$ cat src/rtl/spatz_boot_sequencer.sv
// Boots a set of clusters: settle delay, one boot-control write per cluster over reqrsp,
// then a msip wake pulse to every core. Single outstanding request, no REQ timeout.
module spatz_boot_sequencer #(
  parameter int unsigned NumClusters    = 1,
  parameter int unsigned NumCores       = 2,
  parameter int unsigned AddrWidth      = 48,
  parameter int unsigned DataWidth      = 64,
  parameter logic [63:0] PeriBaseAddr   = 64'h0,
  parameter logic [63:0] ClusterStride  = 64'h40_0000,
  parameter logic [63:0] BootCtrlOffset = 64'h0,
  parameter int unsigned BootDelay      = 1000,
  parameter int unsigned WakeCycles     = 1,
  parameter int unsigned TimeoutCycles  = 256,
  localparam int unsigned IdxWidth      = (NumClusters > 1) ? $clog2(NumClusters) : 1
) (
  input  logic                            clk_i,
  input  logic                            rst_ni,
  input  logic                            start_i,
  input  logic [31:0]                     entry_point_i,
  output logic                            q_valid_o,
  input  logic                            q_ready_i,
  output logic [AddrWidth-1:0]            q_addr_o,
  output logic [DataWidth-1:0]            q_data_o,
  output logic                            q_write_o,
  output logic [DataWidth/8-1:0]          q_strb_o,
  input  logic                            p_valid_i,
  output logic                            p_ready_o,
  input  logic                            p_error_i,
  output logic [NumClusters*NumCores-1:0] msip_o,
  output logic                            busy_o,
  output logic                            done_o,
  output logic                            error_o,
  output logic [IdxWidth-1:0]             err_cluster_o
);

  localparam int unsigned MaxA     = (BootDelay > WakeCycles) ? BootDelay : WakeCycles;
  localparam int unsigned MaxCnt   = (MaxA > TimeoutCycles) ? MaxA : TimeoutCycles;
  localparam int unsigned CntWidth = $clog2(MaxCnt + 1);

  localparam logic [CntWidth-1:0]  DelayInit   = CntWidth'(BootDelay);
  localparam logic [CntWidth-1:0]  WakeInit    = CntWidth'(WakeCycles);
  localparam logic [CntWidth-1:0]  TimeoutLast = CntWidth'(TimeoutCycles - 1);
  localparam logic [CntWidth-1:0]  CntOne      = CntWidth'(1);
  localparam logic [IdxWidth-1:0]  LastIdx     = IdxWidth'(NumClusters - 1);
  // Address arithmetic wraps at AddrWidth by truncation.
  localparam logic [AddrWidth-1:0] FirstAddr   = AddrWidth'(PeriBaseAddr + BootCtrlOffset);
  localparam logic [AddrWidth-1:0] Stride      = AddrWidth'(ClusterStride);

  typedef enum logic [2:0] {IDLE, DELAY, REQ, RESP, WAKE, DONE, ERR} state_e;

  state_e               state_q, state_d;
  logic [CntWidth-1:0]  cnt_q, cnt_d;
  logic [IdxWidth-1:0]  idx_q, idx_d;
  logic [IdxWidth-1:0]  err_idx_q, err_idx_d;
  logic [AddrWidth-1:0] addr_q, addr_d;
  logic [31:0]          entry_q, entry_d;

  always_ff @(posedge clk_i or negedge rst_ni) begin
    if (!rst_ni) begin
      state_q   <= IDLE;
      cnt_q     <= '0;
      idx_q     <= '0;
      err_idx_q <= '0;
      addr_q    <= '0;
      entry_q   <= '0;
    end else begin
      state_q   <= state_d;
      cnt_q     <= cnt_d;
      idx_q     <= idx_d;
      err_idx_q <= err_idx_d;
      addr_q    <= addr_d;
      entry_q   <= entry_d;
    end
  end

  always_comb begin
    state_d   = state_q;
    cnt_d     = cnt_q;
    idx_d     = idx_q;
    err_idx_d = err_idx_q;
    addr_d    = addr_q;
    entry_d   = entry_q;
    unique case (state_q)
      IDLE, DONE, ERR: begin
        if (start_i) begin
          entry_d   = entry_point_i;
          err_idx_d = '0;
          idx_d     = '0;
          addr_d    = FirstAddr;
          cnt_d     = DelayInit;
          state_d   = (BootDelay == 0) ? REQ : DELAY;
        end
      end
      DELAY: begin
        // Leave after BootDelay cycles so the first request trails start by BootDelay+1.
        if (cnt_q == CntOne) begin
          cnt_d   = '0;
          state_d = REQ;
        end else begin
          cnt_d = cnt_q - CntOne;
        end
      end
      REQ: begin
        if (q_ready_i) begin
          cnt_d   = '0;
          state_d = RESP;
        end
      end
      RESP: begin
        // A response on the expiry cycle wins over the timeout.
        if (p_valid_i) begin
          if (p_error_i) begin
            err_idx_d = idx_q;
            state_d   = ERR;
          end else if (idx_q == LastIdx) begin
            cnt_d   = WakeInit;
            state_d = WAKE;
          end else begin
            idx_d   = idx_q + 1'b1;
            addr_d  = addr_q + Stride;
            state_d = REQ;
          end
        end else if (cnt_q == TimeoutLast) begin
          err_idx_d = idx_q;
          state_d   = ERR;
        end else begin
          cnt_d = cnt_q + CntOne;
        end
      end
      WAKE: begin
        if (cnt_q == CntOne) begin
          cnt_d   = '0;
          state_d = DONE;
        end else begin
          cnt_d = cnt_q - CntOne;
        end
      end
      default: state_d = IDLE;
    endcase
  end

  assign q_valid_o     = (state_q == REQ);
  assign q_addr_o      = addr_q;
  assign q_data_o      = DataWidth'(entry_q);
  assign q_write_o     = q_valid_o;
  assign q_strb_o      = {(DataWidth/8){q_valid_o}};
  assign p_ready_o     = (state_q == RESP);
  assign msip_o        = {(NumClusters*NumCores){state_q == WAKE}};
  assign busy_o        = (state_q == DELAY) || (state_q == REQ) || (state_q == RESP) ||
                         (state_q == WAKE);
  assign done_o        = (state_q == DONE);
  assign error_o       = (state_q == ERR);
  assign err_cluster_o = err_idx_q;

endmodule

$ cat config.mk
export PLATFORM = sky130hd
export DESIGN_NAME = spatz_boot_sequencer
export DESIGN_NICKNAME = d
export VERILOG_FILES = /design/src/rtl/spatz_boot_sequencer.sv
export SDC_FILE = /design/constraint.sdc
export NUM_CORES = 1
export LEC_CHECK = 0
export CAP_MARGIN = 20
export CELL_PAD_IN_SITES_DETAIL_PLACEMENT = 0
export CELL_PAD_IN_SITES_GLOBAL_PLACEMENT = 1
export CORE_MARGIN = 3
export CORE_UTILIZATION = 34
export DETAILED_ROUTE_END_ITERATION = 8
export PLACE_DENSITY = 0.88
export REMOVE_ABC_BUFFERS = 1
export SYNTH_ARGS = -nofsm -noshare
export SYNTH_HDL_FRONTEND = slang
export SYNTH_SLANG_ARGS = --single-unit
export TNS_END_PERCENT = 1
$ cat constraint.sdc
create_clock -name clk_i -period 5.5 [get_ports clk_i]
set_input_delay 1.1 -clock clk_i [delete_from_list [all_inputs] [get_ports clk_i]]
set_output_delay 1.1 -clock clk_i [all_outputs]
set_load 0.01 [all_outputs]
### Yosys cells after proc, flatten, opt, wreduce, memory -nomap -nowiden

Cells that the tools add are included.

| storage, ports and cells | value |
|---|---|
| output and inout bits | 129 |
| logic and storage cells | 75 |
| input port bits | 38 |
| bits in registers | 95 |

| operators by class | value |
|---|---|
| reductions and logical operators | 14 |
| equality and inequality tests | 20 |
| multiplexer cells | 31 |
| add/sub/neg operators | 4 |

Operators by type and width:

| kind | count |
|---|---|
| 2-to-1 mux 48 bit | 4 |
| case mux 48 bit (2 select lines) | 1 |
| 2-to-1 mux 10 bit | 7 |
| adder 48 x 23 -> 48 bit, second input constant | 1 |
| case mux 10 bit (4 select lines) | 1 |
| 2-to-1 mux 3 bit | 8 |
| case mux 3 bit (5 select lines) | 1 |
| adder 10 x 1 -> 10 bit, second input constant | 1 |
| equality test 10 x 1 -> 1 bit, second input constant | 1 |
| equality test 10 x 8 -> 1 bit, second input constant | 1 |
| AND reduction 5 bit | 2 |
| subtractor 10 x 1 -> 10 bit, second input constant | 1 |
| equality test 3 bit, second input constant | 3 |
| != test 3 bit, second input constant | 3 |
| != test 2 bit, second input constant | 4 |
| AND reduction 4 bit | 2 |
| 2-to-1 mux 1 bit | 7 |
| equality test 3 x 2 -> 1 bit, second input constant | 2 |
| != test 2 x 1 -> 1 bit, second input constant | 3 |
| != test 3 x 2 -> 1 bit, second input constant | 2 |
| AND reduction 6 bit | 1 |
| case mux 1 bit (2 select lines) | 2 |
| nonzero test 4 bit | 1 |
| equality test 3 x 1 -> 1 bit, second input constant | 1 |
| other kinds (7) | 9 |

### Depth between registers and ports, before layout

Gate-level depths: netlist (run 1).

| logic depth | value |
|---|---|
| depth in word-level cells | 5 |
| gate-level depth with buffers | 7 |
| mapped depth without buffers | 7 |

### Worst setup path after synthesis (run 1)

OpenSTA, ideal clock, no wires.

| timing path | value |
|---|---|
| path type | register to output |
| start | register state_q[1] |
| end | output q_strb_o[0] |
| path buffers | 2 |
| required time | 4.400 ns |
| setup slack | 2.825 ns |
| data arrival time | 1.575 ns |
| stages on the path, launching flop included | 5 |
| cell sequence | dfrtp_1 -> buf_6 -> inv_1 -> nor3_1 -> buf_4 |

| on the way | value |
|---|---|
| cells in the longest elaborated chain, start to end | 1 |

Ends and longest elaborated chain:

| what | RTL line | source |
|---|---|---|
| from (decl) | 51 | `state_e state_q, state_d;` |
| from (signal assigned) | 67 | `state_q <= state_d;` |
| equality test 3 x 2 -> 1 bit | 142 | `assign q_valid_o = (state_q == REQ);` |
| to (decl) | 25 | `output logic [DataWidth/8-1:0] q_strb_o,` |

Every way passes these cells.

### Worst setup path after layout (run 1)

| timing path | value |
|---|---|
| start | register state_q[1] |
| end | output q_strb_o[1] |

Same word-level chain as after synthesis.

==> reports/metrics.csv, run 1 <==
metric,value,unit
share of layout cells above drive strength 1,0.142,
Final setup viols,0,
DP Wirelength,5.72,mm
htree depth,3,
Pins Over Slew Limit,0,
#FFs+latches synth,71,
initial antenna violation count,0,
Initial Util,0.356,
Most used DFF post-synth,dfrtp_1,
I/O Pins,167,
Row Count,37,
Post-CTS Setup Bufs,0,
outcome,"finished, final reports clean",
Max Cap Violations,0,
LEAKAGE,2.17,nW
Clock Sinks,71,
Final Cycle Share,0.665,
DR vias,2577,
Compound-Gate Fraction of Synth Area,0.0995,
vias per cell,4.49,
post-synthesis mux area share,0.104,
cts repair resizes,0,
Core Footprint,10600,um^2
"commonest non-fill, non-tap cell in the layout",clkdlybuf4s50_1,
DIE AREA,12400,um^2
Final Non-Filler Cells,574,
worst-path maximum fanout,10,
max_slew headroom,0.424,
worst hold path class,reg2reg,
hold_buf cts,0,
Netlist cell types,51,
largest net degree at the start of global routing,59,
Tot GR Track Use,0.124,
power per cell area,544,nW/um^2
final WL,7.96,mm
grt ovf,0,
main combinational cell family by area after synthesis,buffers and inverters,
Final Skew,13.6,ps
Synth Area in XOR/XNOR,0.0140,
Max VDD drop,0.000177,V
CP arrival,2560,ps
Layout area overhead,30.7,%
DR pass1 iterations,5,
Syn Area/Cell,11.2,um^2
Gate Count Post-Synth,337,
wire per inst,13.9,um
Critical Setup Path Class,reg2out,
final worst slack,1840,ps
TritonCTS clock tree,yes,
Tmin final,3660,ps
number of global-route vias before repair,2473,
Routed Antenna Nets,0,
Max Freq,273,MHz
number of synthesized flops with an enable pin,0,
YS warnings,0,
Fin Setup TNS,0,ps
crit path launch type,register,
async set-reset flop share out of synthesis,1.00,
post-place setup slack,2080,ps
port bufs,111,
CTS root buf,clkbuf_8,
Required @ worst endpoint,4400,ps
"Hold Vio Cnt, Final",0,
Layout Nets,474,
Worst Tran Pin Value,858,ps
Crit. End Element,output port,
unrepaired setup endpoints after global routing,no,
Clock Latency Late Sink,340,ps
First DRT Iteration DRCs,109,
Post-Synth Adder-Cell Area,0.00999,
Die X,111,um
TritonCTS buffer count,9,
Die Height,111,um
ANT cells,0,
placed insts,558,
Post-Synth Simple-Gate Area,0.128,
residual DRC count,0,
Clock Tree Buf Depth,2,
global-route wire length before repair,12.6,mm
RePlAce Congestion,0.890,
"Cell Area, Synth",3760,um^2
sequential area share after synthesis,0.473,
"CTS clk-pin slew, worst paths",80,ps
Fillers,997,
"commonest non-fill, non-tap cells in the layout","clkdlybuf4s50_1 (110), dfrtp_1 (71), conb_1 (55)",
layer usage:
metal,wire (um),track usage
met2,3740,0.194
met3,568,0.0311
met4,114,0.0552
met1,3540,0.164
met5,0,0
path summary, 6_finish.rpt:
kind,from,end,slack [ps],cells after the start
worst max-delay path,state_q[1]$_DFFE_PN0P_,q_strb_o[1],1840,3
worst min-delay path,q_addr_o[46]$_DFFE_PN0P_,q_addr_o[46]$_DFFE_PN0P_,480,1
worst max register to register,state_q[2]$_DFFE_PN0P_,cnt_q[3]$_DFFE_PN0P_,3030,5
worst min register to register,q_addr_o[46]$_DFFE_PN0P_,q_addr_o[46]$_DFFE_PN0P_,480,1
max in group asynchronous,rst_ni,state_q[0]$_DFFE_PN0P_,3780,2
min in group asynchronous,rst_ni,entry_q[18]$_DFFE_PN0P_,740,1
state kept, by name, summed over array words and instances (netlist names):
signal / count
cnt_q: 10
entry_q: 32
q_addr_o: 26
state_q: 3
worst max-delay path, cell delays in order (launching register included):
cell             delay, ps
dfrtp_1                560
inv_1                  230
nor3_1                 740
clkdlybuf4s50_1        690
final cells by class:
type | instances | area [um^2] | share of cell area
flip-flops and latches | 71 | 1780 | 0.362
repair buffers | 114 | 1130 | 0.230
clock inverters | 6 | 115 | 0.0234
well taps | 136 | 170 | 0.0346
inverters | 8 | 30.0 | 0.00611
clock buffers | 10 | 138 | 0.0280
multi-input cells | 229 | 1550 | 0.316
stage by stage:
| step | power (mW) | utilization | hold slack (ps) | instance area (um^2) |
|---|---|---|---|---|
| after floorplan | 1.61 | - | 506 | 3350 |
| after global placement | 2.13 | 0.441 | 468 | 4660 |
| after detailed placement | 2.17 | 0.441 | 470 | 4660 |
| after CTS | 2.70 | 0.465 | 490 | 4910 |
| after global routing | 2.85 | 0.465 | 507 | 4910 |
| final | 2.67 | 0.465 | 484 | 4910 |
power breakdown:
| group | total (mW) | switching [mW] | internal (mW) |
|---|---|---|---|
| registers | 0.865 | 0.170 | 0.695 |
| logic | 1.29 | 0.601 | 0.689 |
| clock network | 0.518 | 0.201 | 0.317 |
| total | 2.67 | 0.972 | 1.70 |
synthesized netlist by cell type (2+ instances only):
| library cell | n | share of area |
|---|---|---|
| ha_1 | 3 | 0.010 |
| o21ai_1 | 7 | 0.0093 |
| o21ai_0 | 4 | 0.0053 |
| o31ai_1 | 3 | 0.0060 |
| xnor2_1 | 3 | 0.0070 |
| or3_1 | 2 | 0.0033 |
| inv_1 | 8 | 0.0080 |
| nand4_1 | 3 | 0.0050 |
| buf_6 | 6 | 0.018 |
| xor2_1 | 3 | 0.0070 |
| a22o_1 | 6 | 0.014 |
| nor4bb_1 | 2 | 0.0053 |
| buf_4 | 66 | 0.13 |
| mux2_2 | 32 | 0.096 |
| and2_1 | 27 | 0.045 |
| mux2i_1 | 3 | 0.0080 |
| o221ai_1 | 4 | 0.0093 |
| clkbuf_1 | 5 | 0.0050 |
| nand2_1 | 8 | 0.0080 |
| buf_2 | 6 | 0.0080 |
| a31oi_1 | 2 | 0.0033 |
| dfrtp_1 | 71 | 0.47 |
| nor2_1 | 14 | 0.014 |
| nand3_1 | 9 | 0.012 |
| a21oi_1 | 5 | 0.0067 |
| nor3_1 | 8 | 0.011 |
| and3_1 | 2 | 0.0033 |
| o21a_1 | 2 | 0.0040 |
kinds of logic after synthesis:
group | count (synthesis)
flip-flops | 71
other | 1
adder cells (fa/ha/maj) | 3
AND/OR/NAND/NOR | 83
multiplexers | 35
AO/OA/AOI/OAI | 47
buffers and inverters | 91
XOR/XNOR | 6
No activity file was read; power rests on OpenSTA's default activity.
==> inputs of run 2 (changes only) <==
Settings changed: CORE_UTILIZATION 34 to 32, PLACE_DENSITY 0.88 to 0.84.
Clock period 5.5 ns to 3.4 ns, I/O delays scaled along.
==> reports/metrics.csv, run 2 (same netlist as run 1, synthesis figures left out) <==
metric,value,unit,change
outcome,"finished, final reports clean",,
ANT cells,0,,unchanged
I/O Pins,167,,unchanged
hold_buf cts,0,,unchanged
"Hold Vio Cnt, Final",0,,unchanged
WHS Path Cells,1,,unchanged
final instance area,4990,um^2,+1.6%
Post-CTS Setup Bufs,0,,unchanged
Sw Pwr,1.59,mW,+64%
grt ovf,0,,unchanged
First DRT Iteration DRCs,162,,+49%
share of layout cells above drive strength 1,0.145,,+0.00390
post-place setup slack,672,ps,-1410 ps
Tmin final,3070,ps,
final worst slack,332,ps,-1510 ps
port bufs,111,,unchanged
Gate power share,0.473,,-0.010
largest net degree at the start of global routing,72,,+22%
DP Wirelength,5.91,mm,+3.3%
flop2flop setup slack,840,ps,-2190 ps
Max Freq,326,MHz,
htree depth,3,,unchanged
unrepaired setup endpoints after global routing,no,,
Buf/Inv on CP,1,,-1
Routed Antenna Nets,0,,unchanged
worst-path maximum fanout,12,,+2
wire per inst,13.9,um,about the same
DR vias,2622,,+1.7%
Tot GR Track Use,0.124,,about the same
Final Skew,3.11,ps,-10.5 ps
Area after DPL,4680,um^2,+0.43%
TritonCTS clock tree,yes,,
Initial Util,0.336,,-0.0197
Crit path depth,3,,unchanged
Largest Register,entry_q,,
worst hold path class,reg2reg,,
internal power,2.87,mW,+68%
number of global-route vias before repair,2525,,+2.1%
Row Count,38,,+2.7%
Clock Tree Buf Depth,2,,unchanged
Clock Sinks,71,,unchanged
cts repair resizes,0,,unchanged
RePlAce Congestion,0.834,,-6.4%
"commonest non-fill, non-tap cells in the layout","clkdlybuf4s50_1 (110), dfrtp_1 (71), conb_1 (55)",,
CP arrival,2390,ps,-170 ps
Die X,114,um,+2.9%
Crit. End Element,output port,,
"Cell Chain, Critical Path",nor2_1 -> xnor2_1 -> clkdlybuf4s50_1,,
slowest CP cell,clkdlybuf4s50_1,,
Crit path max-delay family,buffers and inverters,,
crit path launch type,register,,
Critical Setup Path Class,reg2out,,
Max Cap Violations,0,,unchanged
TritonCTS buffer count,9,,unchanged
Final setup viols,0,,unchanged
power per cell area,894,nW/um^2,+64%
LEAKAGE,2.21,nW,+1.7%
Max VDD drop,0.000401,V,+130%
initial antenna violation count,0,,unchanged
Worst Tran Pin Value,919,ps,+60.8 ps
Required @ worst endpoint,2720,ps,-1680 ps
Net Sw Frac,0.357,,-0.00685
Core Footprint,11200,um^2,+5.9%
Largest register FFs,32,,unchanged
CTS root buf,clkbuf_16,,
Layout area overhead,32.7,%,
DR pass1 iterations,4,,-1
Final Cycle Share,0.902,,
Fillers,1019,,+2.2%
Clock Latency Late Sink,320,ps,-20 ps
"commonest non-fill, non-tap cell in the layout",clkdlybuf4s50_1,,
Clock power frac,0.213,,+0.019
max_slew headroom,0.385,,-0.0385
global-route wire length before repair,12.9,mm,+2.5%
final WL,8.04,mm,+0.98%
DIE AREA,13100,um^2,+5.9%
Pins Over Slew Limit,0,,unchanged
"CTS clk-pin slew, worst paths",60,ps,-20 ps
vias per cell,4.52,,+0.69%
Register-to-Register Path Depth,5,,unchanged
sequential group share of total power,0.314,,-0.010
Layout Nets,476,,+0.42%
Critical Path Max Stage Delay,680,ps,-60 ps
Die Height,114,um,+2.9%
residual DRC count,0,,unchanged
run 2: changes by cell type in the layout (fill, tap and decap cells not counted), sizes merged:
cell    delta
bufinv     -2
clkbuf     +1
inv        -2
buf        +2
clkinv     +3
run 2: layer usage:
layer  share of wire  wire (um)  vias up  track usage
met3           0.082        663        8       0.0381
met4           0.014        116        0       0.0475
met5               0          0        -            0
li1                -          -     1236            -
met2            0.45       3610      122        0.188
met1            0.45       3650     1256        0.168
run 2: layout make-up:
type | count | area [um^2] | share of cell area
clock buffer | 11 | 253 | 0.0507
clock inverter | 5 | 56.3 | 0.0113
inverter | 8 | 30.0 | 0.00602
multi-input combinational | 229 | 1550 | 0.312
sequential | 71 | 1780 | 0.356
tap | 140 | 175 | 0.0351
timing repair buffer | 116 | 1140 | 0.229
run 2: final timing paths:
check,start,to
max,state_q[0]$_DFFE_PN0P_,busy_o
max in group asynchronous,rst_ni,entry_q[21]$_DFFE_PN0P_
min in group asynchronous,rst_ni,entry_q[24]$_DFFE_PN0P_
min reg2reg,q_addr_o[41]$_DFFE_PN0P_,q_addr_o[41]$_DFFE_PN0P_
min,q_addr_o[41]$_DFFE_PN0P_,q_addr_o[41]$_DFFE_PN0P_
max reg2reg,state_q[2]$_DFFE_PN0P_,entry_q[28]$_DFFE_PN0P_
run 2: worst register-to-register path, delay by kind of cell, from the launching register on:
kind / cells / cell delay [ps]
flip-flops: 1 / 630
multiplexers: 1 / 370
AND/OR/NAND/NOR: 1 / 80
AO/OA/AOI/OAI: 1 / 730
buffers and inverters: 1 / 440
XOR/XNOR: 1 / 200
run 2: stage by stage:
stage           util  hold WS, ps  std cells  setup TNS [ps]  power, mW
2_1_floorplan      -          384        308            -609       2.60
3_3_place_gp   0.419          468        564               0       3.47
3_5_place_dp   0.419          470        564               0       3.53
4_1_cts        0.446          485        580               0       4.50
5_1_grt        0.446          497        580               0       4.76
6_report       0.446          480        580               0       4.46
run 2: power by group through the flow:
stage / clock, mW / sequential, mW / combinational (mW)
after floorplan: 0 / 1.46 / 1.15
after global placement: 0 / 1.40 / 2.07
after detailed placement: 0 / 1.41 / 2.12
after CTS: 0.973 / 1.40 / 2.13
after global routing: 1.02 / 1.46 / 2.29
final: 0.948 / 1.40 / 2.11
